$ cat src/rtl/fp_operand_unpack_if.sv
// Operand-pair handshake bus for fp_operand_unpack: operand pair in, unpacked
// fields and class flags out, plus a state tap for checkers.
interface fp_operand_unpack_if;
  logic        in_valid;
  logic        in_ready;
  logic [31:0] op_a;
  logic [31:0] op_b;
  logic        out_valid;
  logic        out_ready;
  logic        sign_a;
  logic        sign_b;
  logic [9:0]  exp_a;
  logic [9:0]  exp_b;
  logic [23:0] mant_a;
  logic [23:0] mant_b;
  logic        zero_a;
  logic        zero_b;
  logic        denorm_a;
  logic        denorm_b;
  logic        inf_a;
  logic        inf_b;
  logic        nan_a;
  logic        nan_b;
  logic        snan_a;
  logic        snan_b;
  logic        out_inv;
  logic [1:0]  dbg_state;

  modport slave (
    input  in_valid, op_a, op_b, out_ready,
    output in_ready, out_valid, sign_a, sign_b, exp_a, exp_b, mant_a, mant_b,
           zero_a, zero_b, denorm_a, denorm_b, inf_a, inf_b, nan_a, nan_b,
           snan_a, snan_b, out_inv, dbg_state
  );

  modport master (
    output in_valid, op_a, op_b, out_ready,
    input  in_ready, out_valid, sign_a, sign_b, exp_a, exp_b, mant_a, mant_b,
           zero_a, zero_b, denorm_a, denorm_b, inf_a, inf_b, nan_a, nan_b,
           snan_a, snan_b, out_inv, dbg_state
  );
endinterface

$ cat src/rtl/fp_operand_unpack.sv
// Unpacks and classifies a pair of binary32 operands; denormal mantissas are
// normalized one bit per cycle so the multiplier always sees a leading 1.
module fp_operand_unpack (
  input logic               clk,
  input logic               rst_n,
  fp_operand_unpack_if.slave bus
);

  // Handshake: a transfer happens on a rising edge where valid and ready are
  // both high; valid, once raised, holds with its data stable until that edge.
  typedef enum logic [1:0] {
    IDLE = 2'd0,
    NORM = 2'd1,
    DONE = 2'd2
  } state_t;

  typedef struct packed {
    logic        sign;
    logic [9:0]  exp;
    logic [23:0] mant;
    logic        zero;
    logic        denorm;
    logic        inf;
    logic        nan;
    logic        snan;
  } opnd_t;

  state_t state, state_next;
  opnd_t  reg_a, reg_b, nxt_a, nxt_b;
  logic   inv_r, inv_next;

  function automatic opnd_t unpack(input logic [31:0] op);
    opnd_t u;
    u      = '0;
    u.sign = op[31];
    if (op[30:23] == 8'h00) begin
      if (op[22:0] == 23'd0) begin
        u.zero = 1'b1;
      end else begin
        // Denormals start at the minimum normal exponent; NORM pulls it down.
        u.denorm = 1'b1;
        u.exp    = 10'd1;
        u.mant   = {1'b0, op[22:0]};
      end
    end else if (op[30:23] == 8'hFF) begin
      u.exp  = 10'd255;
      u.mant = {1'b1, op[22:0]};
      if (op[22:0] == 23'd0) begin
        u.inf = 1'b1;
      end else begin
        u.nan  = 1'b1;
        u.snan = ~op[22];
      end
    end else begin
      u.exp  = {2'b00, op[30:23]};
      u.mant = {1'b1, op[22:0]};
    end
    return u;
  endfunction

  always_comb begin
    state_next = state;
    nxt_a      = reg_a;
    nxt_b      = reg_b;
    inv_next   = inv_r;
    case (state)
      IDLE: begin
        if (bus.in_valid) begin
          nxt_a    = unpack(bus.op_a);
          nxt_b    = unpack(bus.op_b);
          inv_next = (nxt_a.inf & nxt_b.zero) | (nxt_a.zero & nxt_b.inf) |
                     nxt_a.snan | nxt_b.snan;
          state_next = (nxt_a.denorm | nxt_b.denorm) ? NORM : DONE;
        end
      end
      NORM: begin
        if (reg_a.denorm && !reg_a.mant[23]) begin
          nxt_a.mant = {reg_a.mant[22:0], 1'b0};
          nxt_a.exp  = reg_a.exp - 10'd1;
        end
        if (reg_b.denorm && !reg_b.mant[23]) begin
          nxt_b.mant = {reg_b.mant[22:0], 1'b0};
          nxt_b.exp  = reg_b.exp - 10'd1;
        end
        // Leave as soon as the post-shift mantissas are both normalized.
        if ((!nxt_a.denorm || nxt_a.mant[23]) && (!nxt_b.denorm || nxt_b.mant[23]))
          state_next = DONE;
      end
      DONE: begin
        if (bus.out_ready) state_next = IDLE;
      end
      default: state_next = IDLE;
    endcase
  end

  always_ff @(posedge clk or negedge rst_n) begin
    if (!rst_n) begin
      state <= IDLE;
      reg_a <= '0;
      reg_b <= '0;
      inv_r <= 1'b0;
    end else begin
      state <= state_next;
      reg_a <= nxt_a;
      reg_b <= nxt_b;
      inv_r <= inv_next;
    end
  end

  assign bus.in_ready  = (state == IDLE);
  assign bus.out_valid = (state == DONE);
  assign bus.dbg_state = state;
  assign bus.out_inv   = inv_r;

  assign bus.sign_a   = reg_a.sign;
  assign bus.exp_a    = reg_a.exp;
  assign bus.mant_a   = reg_a.mant;
  assign bus.zero_a   = reg_a.zero;
  assign bus.denorm_a = reg_a.denorm;
  assign bus.inf_a    = reg_a.inf;
  assign bus.nan_a    = reg_a.nan;
  assign bus.snan_a   = reg_a.snan;

  assign bus.sign_b   = reg_b.sign;
  assign bus.exp_b    = reg_b.exp;
  assign bus.mant_b   = reg_b.mant;
  assign bus.zero_b   = reg_b.zero;
  assign bus.denorm_b = reg_b.denorm;
  assign bus.inf_b    = reg_b.inf;
  assign bus.nan_b    = reg_b.nan;
  assign bus.snan_b   = reg_b.snan;

endmodule

$ cat src/flat_wrapper.sv
// flat-port wrapper written by rule: the top's interface ports become plain ports
module fp_operand_unpack_flat 
  (clk, rst_n, bus_in_valid, bus_op_a, bus_op_b, bus_out_ready, bus_in_ready, bus_out_valid, bus_sign_a, bus_sign_b, bus_exp_a, bus_exp_b, bus_mant_a, bus_mant_b, bus_zero_a, bus_zero_b, bus_denorm_a, bus_denorm_b, bus_inf_a, bus_inf_b, bus_nan_a, bus_nan_b, bus_snan_a, bus_snan_b, bus_out_inv, bus_dbg_state);
  fp_operand_unpack_if bus_i ();
  input logic clk;
  input logic rst_n;
  input wire logic [$bits(bus_i.in_valid)-1:0] bus_in_valid;
  input wire logic [$bits(bus_i.op_a)-1:0] bus_op_a;
  input wire logic [$bits(bus_i.op_b)-1:0] bus_op_b;
  input wire logic [$bits(bus_i.out_ready)-1:0] bus_out_ready;
  output wire logic [$bits(bus_i.in_ready)-1:0] bus_in_ready;
  output wire logic [$bits(bus_i.out_valid)-1:0] bus_out_valid;
  output wire logic [$bits(bus_i.sign_a)-1:0] bus_sign_a;
  output wire logic [$bits(bus_i.sign_b)-1:0] bus_sign_b;
  output wire logic [$bits(bus_i.exp_a)-1:0] bus_exp_a;
  output wire logic [$bits(bus_i.exp_b)-1:0] bus_exp_b;
  output wire logic [$bits(bus_i.mant_a)-1:0] bus_mant_a;
  output wire logic [$bits(bus_i.mant_b)-1:0] bus_mant_b;
  output wire logic [$bits(bus_i.zero_a)-1:0] bus_zero_a;
  output wire logic [$bits(bus_i.zero_b)-1:0] bus_zero_b;
  output wire logic [$bits(bus_i.denorm_a)-1:0] bus_denorm_a;
  output wire logic [$bits(bus_i.denorm_b)-1:0] bus_denorm_b;
  output wire logic [$bits(bus_i.inf_a)-1:0] bus_inf_a;
  output wire logic [$bits(bus_i.inf_b)-1:0] bus_inf_b;
  output wire logic [$bits(bus_i.nan_a)-1:0] bus_nan_a;
  output wire logic [$bits(bus_i.nan_b)-1:0] bus_nan_b;
  output wire logic [$bits(bus_i.snan_a)-1:0] bus_snan_a;
  output wire logic [$bits(bus_i.snan_b)-1:0] bus_snan_b;
  output wire logic [$bits(bus_i.out_inv)-1:0] bus_out_inv;
  output wire logic [$bits(bus_i.dbg_state)-1:0] bus_dbg_state;
  assign bus_i.in_valid = bus_in_valid;
  assign bus_i.op_a = bus_op_a;
  assign bus_i.op_b = bus_op_b;
  assign bus_i.out_ready = bus_out_ready;
  assign bus_in_ready = bus_i.in_ready;
  assign bus_out_valid = bus_i.out_valid;
  assign bus_sign_a = bus_i.sign_a;
  assign bus_sign_b = bus_i.sign_b;
  assign bus_exp_a = bus_i.exp_a;
  assign bus_exp_b = bus_i.exp_b;
  assign bus_mant_a = bus_i.mant_a;
  assign bus_mant_b = bus_i.mant_b;
  assign bus_zero_a = bus_i.zero_a;
  assign bus_zero_b = bus_i.zero_b;
  assign bus_denorm_a = bus_i.denorm_a;
  assign bus_denorm_b = bus_i.denorm_b;
  assign bus_inf_a = bus_i.inf_a;
  assign bus_inf_b = bus_i.inf_b;
  assign bus_nan_a = bus_i.nan_a;
  assign bus_nan_b = bus_i.nan_b;
  assign bus_snan_a = bus_i.snan_a;
  assign bus_snan_b = bus_i.snan_b;
  assign bus_out_inv = bus_i.out_inv;
  assign bus_dbg_state = bus_i.dbg_state;
  fp_operand_unpack u_core (.clk(clk), .rst_n(rst_n), .bus(bus_i));
endmodule
$ cat config.mk
export PLATFORM = sky130hd
export DESIGN_NAME = fp_operand_unpack_flat
export DESIGN_NICKNAME = d
export VERILOG_FILES = /design/src/rtl/fp_operand_unpack_if.sv /design/src/rtl/fp_operand_unpack.sv /design/src/flat_wrapper.sv
export SDC_FILE = /design/constraint.sdc
export NUM_CORES = 1
export LEC_CHECK = 0
export CORE_MARGIN = 8
export CORE_UTILIZATION = 40
export DETAILED_ROUTE_END_ITERATION = 6
export HOLD_SLACK_MARGIN = 0.02
export PLACE_DENSITY = 0.82
export SYNTH_ARGS = -nofsm -noshare
export SYNTH_HDL_FRONTEND = slang
export SYNTH_SLANG_ARGS = --single-unit
$ cat constraint.sdc
create_clock -name clk -period 1.75 [get_ports clk]
set_input_delay 0.2625 -clock clk [delete_from_list [all_inputs] [get_ports clk]]
set_output_delay 0.2625 -clock clk [all_outputs]
set_load 0.01 [all_outputs]
==> run metrics <==
sequential share of the synthesized area=52.1%; Pwr Total=0.00649 W; clk_lat worst skew=0.36 ns; synthesized flop and latch total=83; 1st-pass router iterations=5; vias in the first global route=4477; Worst Hold End=u_core.bus.mant_b[19]; status=complete, but fails checks; Req. time, crit path=1.49 ns; core area=0.00973 mm2; gpl congestion=0.910; R2R Path Start=u_core.bus.dbg_state[1]; Hold Crit Class=in -> reg; Clk pwr share=22.0%; Die Wd=116 um; DIE HEIGHT=116 um; Pins Over Slew Limit=0; dpl ws=-0.413 ns; yosys warns=0; Clock Tree Root=clkbuf_8; Post-Syn Instances=399; final setup margin=-0.0581 ns; Min Hold Slack=0.300 ns; Hold Violations, Final=0; WL final=15000 um; CP max stage delay=0.62 ns; Top FF cell, synth=dfrtp_1; CP Class=reg -> out; initial antenna violation count=0; biggest area consumer among synthesized cells=dfrtp_1; P&R area growth vs syn=68.5%; Synth Net Count=469; Net Sw Power=0.00214 W; Worst Skew=0.00946 ns; top cells by area, synth=dfrtp_1 52%, nand2_1 7.7%, a22o_1 4.8%; Sw Share=33.0%; R2R cell count=6; Core Rows=36; slowest CP cell=clkdlybuf4s50_1; Async SR Flop Fraction=100%; startpoint class of the critical path=flop; CTS max path bufs=2; Final HPWL DP=11000 um; CP delay by family, top=buffers and inverters; Syn Std Cell Area=0.00399 mm2; CTS tree=yes; CTS Sinks=83; share of cells above drive strength 1=22.7%; largest net degree at the start of global routing=31; hold path start=bus_op_b[19]; leakage=3.08 nW; synth unique cells=47; top post-synthesis cells by count=83 x dfrtp_1, 82 x nand2_1, 23 x a22oi_1; Reg2Reg Setup Slack=-0.02 ns; final setup fails=5; CP bufs+invs=1; Worst EP arrival=1.55 ns; DRC viols=0; Max Clk Rate=553 MHz; gr ovfl total=0; Min Clock Period, post-route=1.81 ns; die area=0.0134 mm2; Inserted Clock Buffers=9; antenna viol nets, final=0; vias=4287; nets=701; boundary pin count=153; Avg Synthesized Cell Area=9.99 um2; hold path depth=3; Cell Pwr Density=967 mW/mm2; Gate power share=36.0%; Initial Utilization=41.0%; crit end category=output port; total of max-cap violations=0; Power Internal=0.00435 W; CTS H-tree depth=3; Via density=5.58; critical path cell sequence=clkdlybuf4s50_1; R2R Path End=u_core.bus.exp_a[9]; Worst Tran Pin Value=0.362 ns; Tcrit/Tclk final=103%; Post-synth EDFFs=0; top cell type's share of synthesized area=52.1%; failing checks=negative setup slack; most numerous cell in the Yosys netlist=dfrtp_1; worst relative slew slack=75.9%; clock-pin slew of the registers on the worst-case setup and hold paths=0.09 ns; WL/cell=19.6 um; n_diodes=0; Seq pwr share=42.0%; Worst VDD drop=601 uV; Tot GR Track Use=21.4%; 1st-iter DRT viols=355; RSZ-0062 raised after global routing=true; port bufs=152; worst-path fanout max=9; first-pass GRT wire length=22800 um
==> power by group through the flow <==
stage / Sequential [W] / Clock, W / Combinational (W)
after floorplan: 0.00284 / 0 / 0.000673
after global placement: 0.00270 / 0 / 0.00222
after detailed placement: 0.00273 / 0 / 0.00228
after CTS: 0.00270 / 0.00144 / 0.00230
after global routing: 0.00278 / 0.00151 / 0.00251
final: 0.00273 / 0.00143 / 0.00234
==> worst register-to-register path, delay by kind of cell (launching register included) <==
| family | cells | cell delay (ns) |
|---|---|---|
| and+or+nand+nor | 4 | 0.90 |
| DFF | 1 | 0.45 |
| AOI/OAI and AO/OA | 1 | 0.18 |
| buffers and inverters | 1 | 0.15 |
==> per-layer routing <==
layer	share of wire (%)	global-route usage (%)	up-vias
li1	-	-	1947
met5	0	0	-
met3	8.4	6.04	38
met2	50	35.9	193
met1	38	24.8	2109
met4	3.5	9.85	0
==> registers in the layout, indices dropped and copies added (netlist names), 2 cells and up <==
register	flops
u_core.bus.mant_a	24
u_core.bus.mant_b	24
u_core.bus.exp_a	10
u_core.bus.exp_b	10
u_core.bus.dbg_state	2
==> repair_timing <==
action | CTS | global route
endpoints found under the hold margin | 19 | 0
endpoints found under the setup margin | 35 | 60
setup buffers | 2 | 10
gates resized for setup | 13 | 35
hold buffers | 1 | 0
pin swaps | 0 | 9
cloned | 0 | 1
==> final cells by class <==
type                       count  area, um2
clock buffer                  10        138
inverter                       6       22.5
fill                         730       3010
sequential                    83       2080
clock inverter                 5       62.6
tap                          133        166
multi-input combinational    286       1930
timing repair buffer         245       2320
==> placed cells by master, fill, tap and decap left out, drive strengths merged, types with 9 or more instances in the layout <==
cell,netlist,layout
nor2,22,22
a22oi,23,23
clkdlybuf4s50,0,143
buf,14,92
nand2,83,83
a22o,22,22
o211ai,10,10
nor4,14,14
nand3,9,9
o21ai,10,10
dfrtp,83,83
a21o,22,22
clkbuf,10,11
==> through the flow <==
stage                     std cells  utilization, %  instance area [um2]  TNS (ns)
after floorplan                 399               -                 3990    -0.954
after global placement          739            63.9                 6220     -7.13
after detailed placement        739            63.9                 6220    -12.27
after CTS                       757            66.5                 6470    -0.127
after global routing            768            69.1                 6720     -1.77
final                           768            69.1                 6720    -0.137
==> kinds of logic (layout without fill, tap and decap cells) <==
family                     count (synthesis)  after routing  synth area share (%)
and+or+nand+nor                          163            163                  20.4
AOI/OAI and AO/OA                        120            120                  23.2
DFF                                       83             83                  52.1
buffers and inverters                     30            266                  3.48
adders and majority gates                  2              2                 0.627
muxes                                      1              1                 0.251
==> how the worst max path moves through the flow <==
stage / from / endpoint / cells after the start
after floorplan: u_core.bus.dbg_state[1] / u_core.bus.exp_b[6] / 8
after detailed placement: bus_op_b[0] / u_core.bus.mant_b[20] / 7
after global placement: bus_op_a[3] / u_core.bus.dbg_state[0] / 7
final: u_core.bus.exp_a[5] / bus_exp_a[5] / 1
after global routing: u_core.bus.dbg_state[1] / u_core.bus.out_inv / 6
after CTS: u_core.bus.dbg_state[1] / u_core.bus.exp_a[9] / 6
Note: power is estimated with default switching activity, not from simulation.
